### config.mk
export PLATFORM = sky130hd
export DESIGN_NAME = axi_rd_arbiter
export DESIGN_NICKNAME = d
export VERILOG_FILES = /design/src/rtl/axi_rd_arb_pkg.sv /design/src/rtl/axi_rd_arb_sel.sv /design/src/rtl/axi_rd_arbiter.sv
export SDC_FILE = /design/constraint.sdc
export NUM_CORES = 1
export LEC_CHECK = 0
export BUFFER_PORTS_ARGS = -buffer_cell sky130_fd_sc_hd__buf_2
export CORE_MARGIN = 5
export CORE_UTILIZATION = 40
export CTS_BUF_LIST = sky130_fd_sc_hd__clkbuf_4
export CTS_CLUSTER_SIZE = 40
export DETAILED_ROUTE_END_ITERATION = 8
export PLACE_DENSITY_LB_ADDON = 0.05
export SETUP_SLACK_MARGIN = 0.15
export SYNTH_ARGS = -nofsm -noshare
export SYNTH_HDL_FRONTEND = slang
export SYNTH_HIERARCHICAL = 1
export SYNTH_SLANG_ARGS = --single-unit
### constraint.sdc
create_clock -name CLK -period 2 [get_ports CLK]
set_input_delay 0.2 -clock CLK [delete_from_list [all_inputs] [get_ports CLK]]
set_output_delay 0.2 -clock CLK [all_outputs]
set_load 0.01 [all_outputs]
### src/rtl/axi_rd_arb_pkg.sv
// Package for the AXI read-channel arbiter.
// Holds the FSM state encoding, the AXI constants used by the arbiter and its
// bench, and a helper that sizes the starvation counter.
package axi_rd_arb_pkg;

  typedef enum logic [2:0] {
    ST_IDLE    = 3'd0,
    ST_AR_INST = 3'd1,
    ST_AR_DATA = 3'd2,
    ST_R_INST  = 3'd3,
    ST_R_DATA  = 3'd4
  } arb_state_t;

  localparam logic [1:0] BURST_INCR  = 2'b01;
  localparam logic [1:0] RESP_SLVERR = 2'b10;

  // Counter must hold 0..limit; a limit of 0 still needs one bit.
  function automatic int starve_cnt_w(input int limit);
    return (limit < 1) ? 1 : $clog2(limit + 1);
  endfunction

endpackage

### src/rtl/axi_rd_arb_sel.sv
// Winner select for the read arbiter plus the data-starvation counter.
// Ports:
//   clk, rst_n              clock, async active-low reset
//   inst_valid, data_valid  requester ARVALIDs
//   arb_en                  high while the arbiter is idle and may grant
//   grant_inst, grant_data  one-hot (or none) grant for this cycle
module axi_rd_arb_sel
  import axi_rd_arb_pkg::*;
#(
  parameter int STARVE_LIMIT = 8
) (
  input  logic clk,
  input  logic rst_n,
  input  logic inst_valid,
  input  logic data_valid,
  input  logic arb_en,
  output logic grant_inst,
  output logic grant_data
);

  localparam int            CW    = starve_cnt_w(STARVE_LIMIT);
  localparam logic [CW-1:0] LIMIT = CW'(STARVE_LIMIT);

  logic [CW-1:0] starve_cnt;
  logic          force_data;

  // A limit of 0 means inst always wins; the counter never forces data.
  always_comb begin
    force_data = (STARVE_LIMIT != 0) && data_valid && (starve_cnt == LIMIT);
    grant_inst = arb_en && inst_valid && !force_data;
    grant_data = arb_en && data_valid && !grant_inst;
  end

  always_ff @(posedge clk or negedge rst_n) begin
    if (!rst_n) begin
      starve_cnt <= '0;
    end else if (grant_data) begin
      starve_cnt <= '0;
    end else if (grant_inst && data_valid && (starve_cnt != LIMIT)) begin
      starve_cnt <= starve_cnt + 1'b1;
    end
  end

endmodule

### src/rtl/axi_rd_arbiter.sv
// Read-channel arbiter between the instruction and data caches on one AXI
// master. One burst is granted at a time; the grant is held until the last
// read beat is accepted, and R beats are steered only to the granted cache.
// Instruction reads win unless data has waited STARVE_LIMIT inst grants.
// Ports:
//   CLK, RSTN                   clock, async active-low reset
//   INST_AR* / DATA_AR*         requester AR channels (ARREADY is an output)
//   INST_R* / DATA_R*           requester R channels (data/resp/last broadcast)
//   M_AXI_AR* / M_AXI_R*        shared master AR/R channels
//   RD_ERR, RD_ERR_ADDR,        sticky error flag/address and its clear, only
//   RD_ERR_CLR                  present when ARB_ERR_CAPTURE_EN is defined
// Build option: `define ARB_ERR_CAPTURE_EN to add read-error capture.
//
// state      | meaning
// ST_IDLE    | no grant; winner selected and AR fields latched
// ST_AR_INST | inst request presented on master AR
// ST_AR_DATA | data request presented on master AR
// ST_R_INST  | R beats routed to inst until RLAST handshake
// ST_R_DATA  | R beats routed to data until RLAST handshake
module axi_rd_arbiter
  import axi_rd_arb_pkg::*;
#(
  parameter int ADDR_WIDTH   = 32,
  parameter int DATA_WIDTH   = 32,
  parameter int STARVE_LIMIT = 8
) (
  input  logic                  CLK,
  input  logic                  RSTN,
`ifdef ARB_ERR_CAPTURE_EN
  output logic                  RD_ERR,
  output logic [ADDR_WIDTH-1:0] RD_ERR_ADDR,
  input  logic                  RD_ERR_CLR,
`endif
  input  logic [ADDR_WIDTH-1:0] INST_ARADDR,
  input  logic [7:0]            INST_ARLEN,
  input  logic [2:0]            INST_ARSIZE,
  input  logic [1:0]            INST_ARBURST,
  input  logic                  INST_ARVALID,
  output logic                  INST_ARREADY,
  output logic [DATA_WIDTH-1:0] INST_RDATA,
  output logic [1:0]            INST_RRESP,
  output logic                  INST_RLAST,
  output logic                  INST_RVALID,
  input  logic                  INST_RREADY,
  input  logic [ADDR_WIDTH-1:0] DATA_ARADDR,
  input  logic [7:0]            DATA_ARLEN,
  input  logic [2:0]            DATA_ARSIZE,
  input  logic [1:0]            DATA_ARBURST,
  input  logic                  DATA_ARVALID,
  output logic                  DATA_ARREADY,
  output logic [DATA_WIDTH-1:0] DATA_RDATA,
  output logic [1:0]            DATA_RRESP,
  output logic                  DATA_RLAST,
  output logic                  DATA_RVALID,
  input  logic                  DATA_RREADY,
  output logic [ADDR_WIDTH-1:0] M_AXI_ARADDR,
  output logic [7:0]            M_AXI_ARLEN,
  output logic [2:0]            M_AXI_ARSIZE,
  output logic [1:0]            M_AXI_ARBURST,
  output logic                  M_AXI_ARVALID,
  input  logic                  M_AXI_ARREADY,
  input  logic [DATA_WIDTH-1:0] M_AXI_RDATA,
  input  logic [1:0]            M_AXI_RRESP,
  input  logic                  M_AXI_RLAST,
  input  logic                  M_AXI_RVALID,
  output logic                  M_AXI_RREADY
);

  arb_state_t state_q, state_d;
  logic       grant_inst, grant_data;

  axi_rd_arb_sel #(.STARVE_LIMIT(STARVE_LIMIT)) u_sel (
    .clk        (CLK),
    .rst_n      (RSTN),
    .inst_valid (INST_ARVALID),
    .data_valid (DATA_ARVALID),
    .arb_en     (state_q == ST_IDLE),
    .grant_inst (grant_inst),
    .grant_data (grant_data)
  );

  always_ff @(posedge CLK or negedge RSTN) begin
    if (!RSTN) state_q <= ST_IDLE;
    else       state_q <= state_d;
  end

  always_comb begin
    state_d = state_q;
    unique case (state_q)
      ST_IDLE: begin
        if (grant_inst)      state_d = ST_AR_INST;
        else if (grant_data) state_d = ST_AR_DATA;
      end
      ST_AR_INST: if (M_AXI_ARREADY) state_d = ST_R_INST;
      ST_AR_DATA: if (M_AXI_ARREADY) state_d = ST_R_DATA;
      ST_R_INST:  if (M_AXI_RVALID && INST_RREADY && M_AXI_RLAST) state_d = ST_IDLE;
      ST_R_DATA:  if (M_AXI_RVALID && DATA_RREADY && M_AXI_RLAST) state_d = ST_IDLE;
      default:    state_d = ST_IDLE;
    endcase
  end

  always_comb begin
    INST_ARREADY  = grant_inst;
    DATA_ARREADY  = grant_data;
    M_AXI_ARVALID = 1'b0;
    M_AXI_RREADY  = 1'b0;
    INST_RVALID   = 1'b0;
    DATA_RVALID   = 1'b0;
    unique case (state_q)
      ST_AR_INST, ST_AR_DATA: M_AXI_ARVALID = 1'b1;
      ST_R_INST: begin
        M_AXI_RREADY = INST_RREADY;
        INST_RVALID  = M_AXI_RVALID;
      end
      ST_R_DATA: begin
        M_AXI_RREADY = DATA_RREADY;
        DATA_RVALID  = M_AXI_RVALID;
      end
      default: ;
    endcase
  end

  // AR fields are captured only at the grant, so a requester changing or
  // dropping its request afterwards cannot disturb the master AR channel.
  always_ff @(posedge CLK or negedge RSTN) begin
    if (!RSTN) begin
      M_AXI_ARADDR  <= '0;
      M_AXI_ARLEN   <= '0;
      M_AXI_ARSIZE  <= '0;
      M_AXI_ARBURST <= '0;
    end else if (grant_inst) begin
      M_AXI_ARADDR  <= INST_ARADDR;
      M_AXI_ARLEN   <= INST_ARLEN;
      M_AXI_ARSIZE  <= INST_ARSIZE;
      M_AXI_ARBURST <= INST_ARBURST;
    end else if (grant_data) begin
      M_AXI_ARADDR  <= DATA_ARADDR;
      M_AXI_ARLEN   <= DATA_ARLEN;
      M_AXI_ARSIZE  <= DATA_ARSIZE;
      M_AXI_ARBURST <= DATA_ARBURST;
    end
  end

  assign INST_RDATA = M_AXI_RDATA;
  assign INST_RRESP = M_AXI_RRESP;
  assign INST_RLAST = M_AXI_RLAST;
  assign DATA_RDATA = M_AXI_RDATA;
  assign DATA_RRESP = M_AXI_RRESP;
  assign DATA_RLAST = M_AXI_RLAST;

`ifdef ARB_ERR_CAPTURE_EN
  logic err_beat;

  // RRESP[1] covers both SLVERR and DECERR.
  assign err_beat = M_AXI_RVALID && M_AXI_RREADY &&
                    ((M_AXI_RRESP & RESP_SLVERR) != 2'b00);

  // Only the first error is kept; a clear in the same cycle as a new error
  // lets the new error through.
  always_ff @(posedge CLK or negedge RSTN) begin
    if (!RSTN) begin
      RD_ERR      <= 1'b0;
      RD_ERR_ADDR <= '0;
    end else if (err_beat && (!RD_ERR || RD_ERR_CLR)) begin
      RD_ERR      <= 1'b1;
      RD_ERR_ADDR <= M_AXI_ARADDR;
    end else if (RD_ERR_CLR) begin
      RD_ERR      <= 1'b0;
      RD_ERR_ADDR <= '0;
    end
  end
`endif

endmodule

==> results.json <==
{
  "status": "completed",
  "hold_viol_final": 0,
  "critPathMaxFanout": 3,
  "slew_headroom_pct": 80.0,
  "cts_inserted_buffers": 5,
  "drt_pre_antenna_iters": 4,
  "ir_worst_vdd_mv": 0.474,
  "clock_sinks": 52,
  "slowest_stage": "dfrtp_1",
  "cts_tree": "done",
  "grt_pass1_wl_um": 13100,
  "maxCapViolCount": 0,
  "dr_total_vias": 2472,
  "drive_gt1_share_pct": 46.4,
  "wire_per_inst_um": 16.5,
  "clk_pin_slew_ps": 140,
  "hold_class": "in2reg",
  "grt_overflow_total": 0,
  "ys_seq_elements": 52,
  "clk-insertion-delay-late_ps": 350,
  "hold_slack_ps": 42.5,
  "synth_area_leader_cell": "dfrtp_1",
  "cp-start-kind": "flip-flop",
  "rows": 32,
  "maxSlewViolCount": 0,
  "fillers": 718,
  "period_minus_slack_ps": 1850,
  "syn_to_final_growth_pct": 22.2,
  "yosys_warnings": 6,
  "fin_crit_sh_pct": 92.3,
  "port-buffer-count": 151,
  "ant_nets": 0,
  "cpPeakStageDelay_ps": 420,
  "core-area_um2": 7650,
  "clock_path_buffers": 2,
  "die_w_um": 98.1,
  "drt_iter0_markers": 89,
  "dpl.hpwl_um": 5710,
  "worstPathCellList": "inv_1 -> ha_1 -> nand4b_1 -> nand3_2 -> inv_4 -> nor2_4 -> buf_12 -> buf_6",
  "p_per_area_nw_per_um2": 1430,
  "grt_max_degree": 53,
  "drc": 0,
  "setup_violations": 0,
  "routabilityCongestion": 0.793,
  "grt_pass1_vias": 2572,
  "seq_area_frac_synth_pct": 41.9,
  "critPathArrivalTime_ps": 1650,
  "fin_setup_tns_ps": 0,
  "tightest_slew_ps": 300,
  "synthTopCellsByArea": "dfrtp_1, buf_4, mux2i_1, o21ai_0, nand2_1",
  "wl_um": 8460,
  "grt_use_total_pct": 16.8,
  "rrSetupSlack_ps": 200,
  "avgViaCountPerCell": 4.81,
  "crit_required_ps": 1800,
  "antennaDiodeCount": 0,
  "synth.distinct_cells": 33,
  "cp-end-kind": "primary output",
  "synth_top_area_share_pct": 41.9,
  "rsz0062_at_grt": "yes",
  "die-area_um2": 9630,
  "synth_cells": 319,
  "max_freq_mhz": 542,
  "skew_ps": 8.48,
  "p_leak_nw": 1.86,
  "synth_area_per_cell_um2": 9.74,
  "pin_count": 254,
  "antenna_found_initial": 0,
  "htreeDepth": 2,
  "start_util_pct": 40.6,
  "setup.worst_path.class": "reg2out",
  "fp.dieH_um": 98.1,
  "synth.net_count": 454,
  "root_buffer": "clkbuf_4",
  "layout.nets": 548,
  "netlist_area_um2": 3110
}
[cell usage in the layout (no fill, tap or decap)]
master / instances
a211o_1: 1
nand3_1: 2
buf_6: 2
nand2_2: 2
bufbuf_16: 2
bufinv_16: 1
nor2b_1: 1
clkbuf_4: 5
and2_1: 2
or3_1: 1
a311oi_2: 1
buf_2: 150
buf_12: 4
dlygate4sd3_1: 1
inv_1: 4
ha_1: 2
a22o_1: 1
nor3_2: 1
a32o_1: 1
buf_16: 1
mux2i_1: 46
nand2_1: 49
nor3b_4: 1
and3b_1: 1
clkbuf_16: 2
nor2_1: 3
inv_4: 1
nand3_2: 1
nor2_4: 1
buf_4: 13
o21ai_1: 1
o2bb2ai_1: 1
nand4b_1: 1
o221a_2: 1
xnor2_4: 1
a41o_1: 1
o21ai_0: 48
o31ai_1: 2
dfrtp_1: 52
nor3_4: 1
[cell type report]
class,count,area [µm²],share of cell area [%]
tap,102,128,3.36
clock buffer,5,37.5,0.989
sequential,52,1300,34.3
inverter,5,21.3,0.561
timing repair buffer,175,1100,29.1
multi-input combinational,174,1170,30.9
clock inverter,1,30.0,0.792
[Yosys cell counts (all sizes together)]
master,n
mux2i,46
a41o,1
and2,2
o21ai,49
nor3,2
a22o,1
nand4b,1
a32o,1
nor2,4
nand3,3
inv,5
or3,1
o221a,1
buf,79
xnor2,1
nor2b,1
o31ai,2
and3b,1
o2bb2ai,1
nor3b,1
dfrtp,52
a211o,1
clkbuf,9
a311oi,1
nand2,51
ha,2
[layer usage]
metal,vias to the layer above,global-route usage [%],share of wire (%)
met4,0,4.37,1.0
met3,8,5.07,8.2
met2,138,30.4,52
li1,1187,-,-
met1,1139,19.3,39
met5,-,0,0
[where the power goes]
part           total (mW)  switching [mW]  internal [mW]  leakage [nW]
clock               0.563           0.312          0.251        0.0371
combinational        3.06            1.53           1.52          1.19
sequential           1.82           0.264           1.55         0.641
total                5.44            2.11           3.33          1.86
[path summary, 6_finish.rpt]
kind	start	to	cells after the start
setup reg to reg	u_sel/starve_cnt[0]$_DFFE_PN0P_	M_AXI_ARADDR[3]$_DFFE_PN0P_	10
max in group asynchronous	RSTN	M_AXI_ARADDR[15]$_DFFE_PN0P_	3
setup / recovery	u_sel/starve_cnt[0]$_DFFE_PN0P_	DATA_ARREADY	8
hold / removal	INST_ARADDR[26]	M_AXI_ARADDR[26]$_DFFE_PN0P_	3
min in group asynchronous	RSTN	M_AXI_ARADDR[2]$_DFFE_PN0P_	3
hold reg to reg	u_sel/starve_cnt[2]$_DFFE_PN0P_	u_sel/starve_cnt[2]$_DFFE_PN0P_	1
[metrics by stage]
stage,util (%),power [mW],instance area [µm²],setup slack [ps],cells
floorplan,-,3.63,3110,165,319
global placement,45.1,4.37,3450,156,491
detailed placement,45.1,4.40,3450,133,491
CTS,48.3,5.35,3690,122,508
global route,49.6,5.90,3790,29.4,514
finish,49.6,5.44,3790,153,514
[cells by family after synthesis]
kind of cell,Yosys count,share of synthesized area (%)
fa+ha+maj,2,0.806
compound gates,58,10.7
buf+inv,93,21.3
simple gates,67,9.55
xor+xnor,1,0.886
flops,52,41.9
mux,46,14.8
[worst max-delay path: cells and delay by family, from the launching register on]
kind / cells / cell delay (ps)
flip-flops: 1 / 420
AND/OR/NAND/NOR: 3 / 420
adder cells (fa/ha/maj): 1 / 140
buffers and inverters: 4 / 330
[state kept, by name (all words and copies together) (netlist names)]
| register | count |
|---|---|
| M_AXI_ARLEN | 8 |
| M_AXI_ARBURST | 2 |
| M_AXI_ARSIZE | 3 |
| state_q | 3 |
| u_sel/starve_cnt | 4 |
| M_AXI_ARADDR | 32 |
[what timing repair did]
item,4_1_cts,5_1_grt
pin swaps,3,2
setup endpoints to repair,38,45
setup buffers,7,4
gates cloned,3,2
hold buffers,1,0
gates resized for setup,4,6
hold endpoints to repair,52,0
Note: power is estimated with default switching activity, not from simulation.
